--- src/rtl/cache_pkg.sv ---
// cache_pkg: shared types and block geometry for the cache miss handler.
// Block = 8 words of 16 bits, so 3 offset bits and 4 byte-offset bits.
package cache_pkg;

  localparam int WORDS_PER_BLOCK = 8;
  localparam int OFFSET_BITS = 3;
  localparam int BLOCK_BYTE_BITS = 4;

  typedef logic [1:0] fill_state_t;

  localparam fill_state_t IDLE = 2'd0;
  localparam fill_state_t FILL = 2'd1;
  localparam fill_state_t TAG = 2'd2;

endpackage

--- src/rtl/cache_fill_counter.sv ---
// cache_fill_counter: word counter for one block, saturates at
// WORDS_PER_BLOCK so the MSB doubles as a "block done" flag.
module cache_fill_counter
  import cache_pkg::*;
(
  input  logic                 clk,
  input  logic                 rst,
  input  logic                 clr,
  input  logic                 inc,
  output logic [OFFSET_BITS:0] count
);

  localparam int CW = OFFSET_BITS + 1;

  always_ff @(posedge clk) begin
    if (!rst || clr) begin
      count <= '0;
    end else if (inc && !count[OFFSET_BITS]) begin
      count <= count + CW'(1);
    end
  end

endmodule

--- src/rtl/cache_fill_fsm.sv ---
// cache_fill_fsm: cache miss handler, streams one block from memory.
// Define CACHE_FILL_PERF_EN to add miss_count / fill_cycles outputs.
module cache_fill_fsm
  import cache_pkg::*;
#(
  parameter int ADDR_WIDTH = 16,
  parameter int DATA_WIDTH = 16
) (
  input  logic                   clk,
  input  logic                   rst,
  input  logic                   miss_detected,
  input  logic [ADDR_WIDTH-1:0]  miss_address,
  input  logic                   memory_data_valid,
  input  logic [DATA_WIDTH-1:0]  memory_data,
  output logic                   fsm_busy,
  output logic                   mem_read_en,
  output logic [ADDR_WIDTH-1:0]  memory_address,
  output logic                   write_data_array,
  output logic [DATA_WIDTH-1:0]  fill_data,
  output logic [OFFSET_BITS-1:0] offset_write,
  output logic                   write_tag_array,
`ifdef CACHE_FILL_PERF_EN
  output logic [15:0]            miss_count,
  output logic [15:0]            fill_cycles,
`endif
  output logic                   valid_bit
);

  localparam int CW = OFFSET_BITS + 1;

  fill_state_t state;
  fill_state_t next_state;
  logic [ADDR_WIDTH-1:0] base;
  logic [CW-1:0] issue_cnt;
  logic [CW-1:0] rx_cnt;
  logic idle, in_fill, in_tag;
  logic start, rd, wr, last;
  logic [BLOCK_BYTE_BITS-1:0] unused_low;

  assign unused_low = miss_address[BLOCK_BYTE_BITS-1:0];

  assign idle = state == IDLE;
  assign in_fill = state == FILL;
  assign in_tag = state == TAG;

  assign start = rst && idle && miss_detected;
  assign rd = rst && in_fill && !issue_cnt[OFFSET_BITS];
  // A word before any read was issued cannot be ours
  assign wr = rst && in_fill && memory_data_valid
    && (issue_cnt != '0);
  assign last = wr && (rx_cnt == CW'(WORDS_PER_BLOCK - 1));

  always_comb begin
    next_state = state;
    unique case (1'b1)
      idle:    if (miss_detected) next_state = FILL;
      in_fill: if (last) next_state = TAG;
      in_tag:  next_state = IDLE;
      default: next_state = IDLE;
    endcase
  end

  always_ff @(posedge clk) begin
    if (!rst) begin
      state <= IDLE;
      base <= '0;
    end else begin
      state <= next_state;
      if (start) begin
        base <= {miss_address[ADDR_WIDTH-1:BLOCK_BYTE_BITS],
                 {BLOCK_BYTE_BITS{1'b0}}};
      end
    end
  end

  cache_fill_counter u_issue (
    .clk   (clk),
    .rst   (rst),
    .clr   (start),
    .inc   (rd),
    .count (issue_cnt)
  );

  cache_fill_counter u_rx (
    .clk   (clk),
    .rst   (rst),
    .clr   (start),
    .inc   (wr),
    .count (rx_cnt)
  );

  // Stall the miss cycle itself, before the state register moves
  assign fsm_busy = (!rst || idle) ? miss_detected : 1'b1;
  assign mem_read_en = rd;
  assign memory_address = rd
    ? (base | ADDR_WIDTH'({issue_cnt[OFFSET_BITS-1:0], 1'b0}))
    : '0;
  assign write_data_array = wr;
  assign fill_data = memory_data;
  assign offset_write = wr ? rx_cnt[OFFSET_BITS-1:0] : '0;
  assign write_tag_array = rst && in_tag;
  assign valid_bit = rst && in_tag;

`ifdef CACHE_FILL_PERF_EN
  always_ff @(posedge clk) begin
    if (!rst) begin
      miss_count <= '0;
      fill_cycles <= '0;
    end else begin
      if (start) miss_count <= miss_count + 16'd1;
      if (in_fill || in_tag) fill_cycles <= fill_cycles + 16'd1;
    end
  end
`endif

endmodule

--- config.mk ---
export PLATFORM = sky130hd
export DESIGN_NAME = cache_fill_fsm
export DESIGN_NICKNAME = d
export VERILOG_FILES = /design/src/rtl/cache_pkg.sv /design/src/rtl/cache_fill_counter.sv /design/src/rtl/cache_fill_fsm.sv
export SDC_FILE = /design/constraint.sdc
export NUM_CORES = 1
export LEC_CHECK = 0
export BUFFER_PORTS_ARGS = -buffer_cell sky130_fd_sc_hd__buf_4
export CAP_MARGIN = 20
export CORE_MARGIN = 2
export CORE_UTILIZATION = 35
export CTS_BUF_LIST = sky130_fd_sc_hd__clkbuf_4 sky130_fd_sc_hd__clkbuf_8
export DETAILED_ROUTE_END_ITERATION = 7
export MAX_ROUTING_LAYER = met4
export PLACE_DENSITY = 0.67
export SLEW_MARGIN = 20
export SYNTH_ARGS = -nofsm -noshare
export SYNTH_HDL_FRONTEND = slang
export SYNTH_SLANG_ARGS = --single-unit
--- constraint.sdc ---
create_clock -name clk -period 1.8 [get_ports clk]
set_input_delay 0.36 -clock clk [delete_from_list [all_inputs] [get_ports clk]]
set_output_delay 0.36 -clock clk [all_outputs]
set_load 0.02 [all_outputs]
# == Yosys cells after proc, flatten, opt, wreduce, memory -nomap -nowiden ==
# Index checks and enable logic that the tools add are counted.
# op_classes
add_sub_neg,2
eq_ne,5
n_mux,6
bitwise_logic,1
n_reduce_logical,18
# op_table
op,n
16-bit 2-to-1 mux,1
16-bit by 4-bit bitwise OR with 16-bit output,1
1-bit logical AND,10
"4-bit by 1-bit adder with 4-bit output, second input constant",2
"4-bit by 3-bit == test with 1-bit output, second input constant",1
2-bit 2-to-1 mux,2
2-bit one-hot mux with 2 select lines,1
4-bit nonzero test,1
1-bit logical NOT,3
3-bit 2-to-1 mux,1
"2-bit by 1-bit == test with 1-bit output, second input constant",1
"2-bit == test, second input constant",1
2-bit logical NOT,1
1-bit logical OR,2
"2-bit by 1-bit != test with 1-bit output, second input constant",1
"2-bit != test, second input constant",1
2-bit AND reduction,1
1-bit 2-to-1 mux,1
# word_totals
register_bits,22
inputBits,36
out_inout_bits,40
wordCells,36

# == Longest topological paths before layout ==
# depth
ltp_word,7
depth_mapped,5
mapped_depth_nobuf,5

# == Hierarchy ==
# From an unflattened synthesis, not the netlist that was laid out.
# hier_totals
hier_cells,137
area_unflattened_um2,1224.9
# by_module_without_submodules
module,instances,cells_each,area_each_um2,seq_area_each_um2
cache_fill_fsm,1,105,882.1,280.3
cache_fill_counter,2,16,171.4,80.1

# == Worst setup path after synthesis ==
# No wires, ideal clock.
# synth_path
path_type,reg2out
from,register u_issue.count[0]
to,output offset_write[0]
arrival_time_ps,1437
required_ps,1440
path_slack_ps,3
path_stages_with_launch,6
n_path_buf,0
path_cell_list,dfxtp_1 -> inv_1 -> ha_1 -> or3b_1 -> and3_1 -> and2_1
# synth_between
elab_chain_len,3
# synth_lines
item,line,source
start: declaration,cache_fill_counter.sv:10,output logic [OFFSET_BITS:0] count
start signal: assignment,cache_fill_counter.sv:19,count <= count + CW'(1);
4-bit nonzero test,cache_fill_fsm.sv:50,&& (issue_cnt != '0);
1-bit logical AND,cache_fill_fsm.sv:50,
via write_data_array,cache_fill_fsm.sv:18,"output logic write_data_array,"
3-bit 2-to-1 mux,cache_fill_fsm.sv:100,assign offset_write = wr ? rx_cnt[OFFSET_BITS-1:0] : '0;
end: declaration,cache_fill_fsm.sv:20,"output logic [OFFSET_BITS-1:0] offset_write,"
# The timed path passes the listed nets, and every way through them passes these cells.

# == Worst setup path after layout ==
# layout_path
from,register u_issue.count[0]
to,output offset_write[1]
# layout_between
elab_chain_len,3
# layout_lines
item,line
4-bit nonzero test,cache_fill_fsm.sv:50
1-bit logical AND,cache_fill_fsm.sv:50
3-bit 2-to-1 mux,cache_fill_fsm.sv:100
# No other way between the ends.

==> key figures <==
Run status
  • Status: finished with violations
  • Failing checks: negative setup slack

Timing
  • Final setup viols: 21
  • Maximum clock rate: ~500 MHz
  • Clk_skew: 0.00168 ns
  • Final hold vios: 0
  • Final Critical Period: 2.00 ns
  • Pins Over Slew Limit: 0
  • Fin worst setup slack: -0.203 ns
  • Tcrit/Tclk final: 111%
  • RSZ-0062 raised after global routing: true

Layout
  • Area delta synth->final: 45.3%
  • Register Area: 448 sq um
  • Most frequent cells in the layout: buf_4, buf_6, and2_4, dfxtp_1, a22o_1
  • Post-route cell area: 1640 sq um
  • Most common cell after layout, fill and taps aside: buf_4
  • Ant. Diodes: 0
  • Final Util: 53.8%
  • Final #Nets: 195
  • Multi-input logic area: 576 sq um
  • FILL cells: 264
  • Share of layout cells above drive strength 1: between 50% and 60%

Floorplan
  • Rows: 20
  • Initial Util: between 30% and 40%
  • Core area: ~3100 sq um
  • Die height: 60.8 um
  • DIE WIDTH: 60.8 um
  • I/O Pins: 76
  • Die area: about 3700 sq um

Detailed routing
  • Routed Antenna Nets: 0
  • Vias: 954
  • Final wirelength: 2600 um
  • DRT Pass-1 Iters: 4
  • Vias per cell: around 4.8
  • Average wire per standard cell: between 10 and 15 um
  • DRC violations left: 0
  • DR iter-0 viols: 13

Clocking
  • CTS Buf Count: 3
  • Clk sinks: 22
  • TritonCTS clock tree: built
  • CTS Buffer Depth: 2
  • Root Buffer: clkbuf_4
  • H-tree depth: 1
  • Worst-Skew Late Latency: 0.30 ns
  • CTS clock-pin slew for the worst setup and hold paths: 0.12 ns

Critical path
  • Arrival @ worst endpoint: 1.64 ns
  • End of the worst register-to-register path: u_rx.count[3]$_SDFFE_PP0P_
  • CP max-delay cell: or3b_4
  • CP Depth: 6
  • Crit-path leading delay family: simple AND/OR/NAND/NOR gates
  • Slowest cell delay on critical path: 0.39 ns
  • CP cell instances: inv_2 -> ha_1 -> or3b_4 -> and3_4 -> and2_4 -> buf_6
  • Critical Path Start Type: flop
  • Critical Path End Type: output pin
  • Required @ worst endpoint: 1.44 ns
  • Critical Path Start: u_issue.count[0]$_SDFFE_PP0P_
  • Critical Path End: offset_write[1]
  • FF-to-FF Start: u_issue.count[0]$_SDFFE_PP0P_
  • Buf/Inv on CP: 2
  • Cells on worst reg2reg path: 11
  • R2R Setup Slk: -0.06 ns
  • CP Class: reg2out
  • CP max FO: 3

Global route
  • All-Layer GR Usage: 14.8%
  • Grt ovf: 0
  • Antenna violations before repair: 0
  • First-pass GRT wire length: 4020 um
  • Vias in the first global route: 872
  • Largest net degree at the start of global routing: 14

Power
  • Power per cell area: 652 nW/um^2
  • Peak VDD IR: 0.000298 V
  • Leakage: 0.796 nW

Synthesis
  • Post-Syn Instances: 121
  • Cell area after synthesis: 1130 sq um
  • Syn_area_per_cell: 9.34 sq um
  • Distinct cells, synth: 30
  • Seq cells post-synth: 22
  • Yosys top cell area share: 39.0%
  • Synth area leader: dfxtp_1
  • Net count after synthesis: 160
  • Register area share after synthesis: 39.0%
  • Yosys warns: 0
  • Ranking of synthesized cells by area: dfxtp_1, buf_4, and2_1

Placed design
  • Half-perimeter wire length after detailed placement: 1760 um
  • Routability congestion estimate: 0.699
  • I/O Buffers: 38
  • Placed cell area: 1340 sq um

Job
  • Max_cap viols: 0

Worst hold path
  • Hold Crit Class: in2reg
-- state kept, by name, summed over array words and instances, names as in the netlist --
signal,flops
base,12
u_rx.count,4
u_issue.count,4
state,2
-- Yosys cell counts --
master	instances
a21o_1	1
a22o_1	12
a41oi_1	1
and2_1	17
and2_4	1
and3_1	3
and3b_1	1
buf_2	3
buf_4	18
buf_6	1
clkbuf_1	3
conb_1	1
dfxtp_1	22
ha_1	3
inv_1	4
mux2_2	1
mux2i_1	4
nand2_1	4
nand2b_1	1
nand3_1	4
nand4_1	3
nand4b_1	1
nor2_1	4
nor2_2	1
nor2b_1	1
nor4bb_1	1
o21ai_0	1
o31ai_1	1
or3b_1	2
xnor2_1	1
-- where the power goes --
group	internal [mW]	switching (mW)
logic	0.0942	0.0791
registers	0.509	0.0138
clock network	0.225	0.150
total	0.828	0.243
-- stage by stage --
step	power (mW)	instances	setup TNS, ns	hold WS [ns]	setup WS (ns)
floorplan	0.668	121	0	0.440	0.00297
global placement	0.668	183	0	0.454	0.0775
detailed placement	0.673	183	0	0.458	0.0681
CTS	1.07	196	-1.19	0.249	-0.198
global route	1.11	199	-3.46	0.242	-0.287
finish	1.07	199	-1.74	0.255	-0.203
-- timing repair --
action	in CTS	in global routing
hold buffers	0	0
buffers inserted	8	2
gates resized for setup	36	18
endpoints found under the hold margin	0	0
endpoints found under the setup margin	19	21
gates cloned	1	1
pin swaps	7	10
-- area by class of cell --
class                   count  area share, %
clock buffers               3           1.37
inverters                   4          0.915
clock inverters             1           1.83
well taps                  44           3.35
repair buffers             55           30.2
flip-flops and latches     22           27.3
multi-input cells          70           35.1
-- logic make-up (layout without fill, tap and decap cells) --
logic type | count (synthesis) | in the layout | synth area share, %
xor+xnor | 1 | 1 | 0.775
mux | 5 | 5 | 4.54
compound gates | 16 | 16 | 11.8
simple gates | 44 | 44 | 23.6
other cells | 1 | 1 | 0.332
buf+inv | 29 | 63 | 16.6
fa+ha+maj | 3 | 3 | 3.32
flops | 22 | 22 | 39.0
-- how the worst min path moves through the flow --
stage               cells past startpoint                  start                     to  slack, ns
CTS                                     2        miss_address[5]   base[5]$_SDFFE_PN0P_       0.25
detailed placement                      1  base[11]$_SDFFE_PN0P_  base[11]$_SDFFE_PN0P_       0.46
finish                                  2        miss_address[5]   base[5]$_SDFFE_PN0P_       0.25
global placement                        1   base[7]$_SDFFE_PN0P_   base[7]$_SDFFE_PN0P_       0.45
global route                            2        miss_address[4]   base[4]$_SDFFE_PN0P_       0.24
floorplan                               1  base[10]$_SDFFE_PN0P_  base[10]$_SDFFE_PN0P_       0.44
-- metal layers --
layer | track usage [%] | part of all wire (%) | vias up
li1 | - | - | 465
met1 | 17.4 | 41 | 451
met5 | - | 0 | -
met4 | 7.76 | 1.7 | 0
met2 | 25.0 | 52 | 34
met3 | 1.07 | 5.6 | 4
Note: power is estimated with default switching activity, not from simulation.
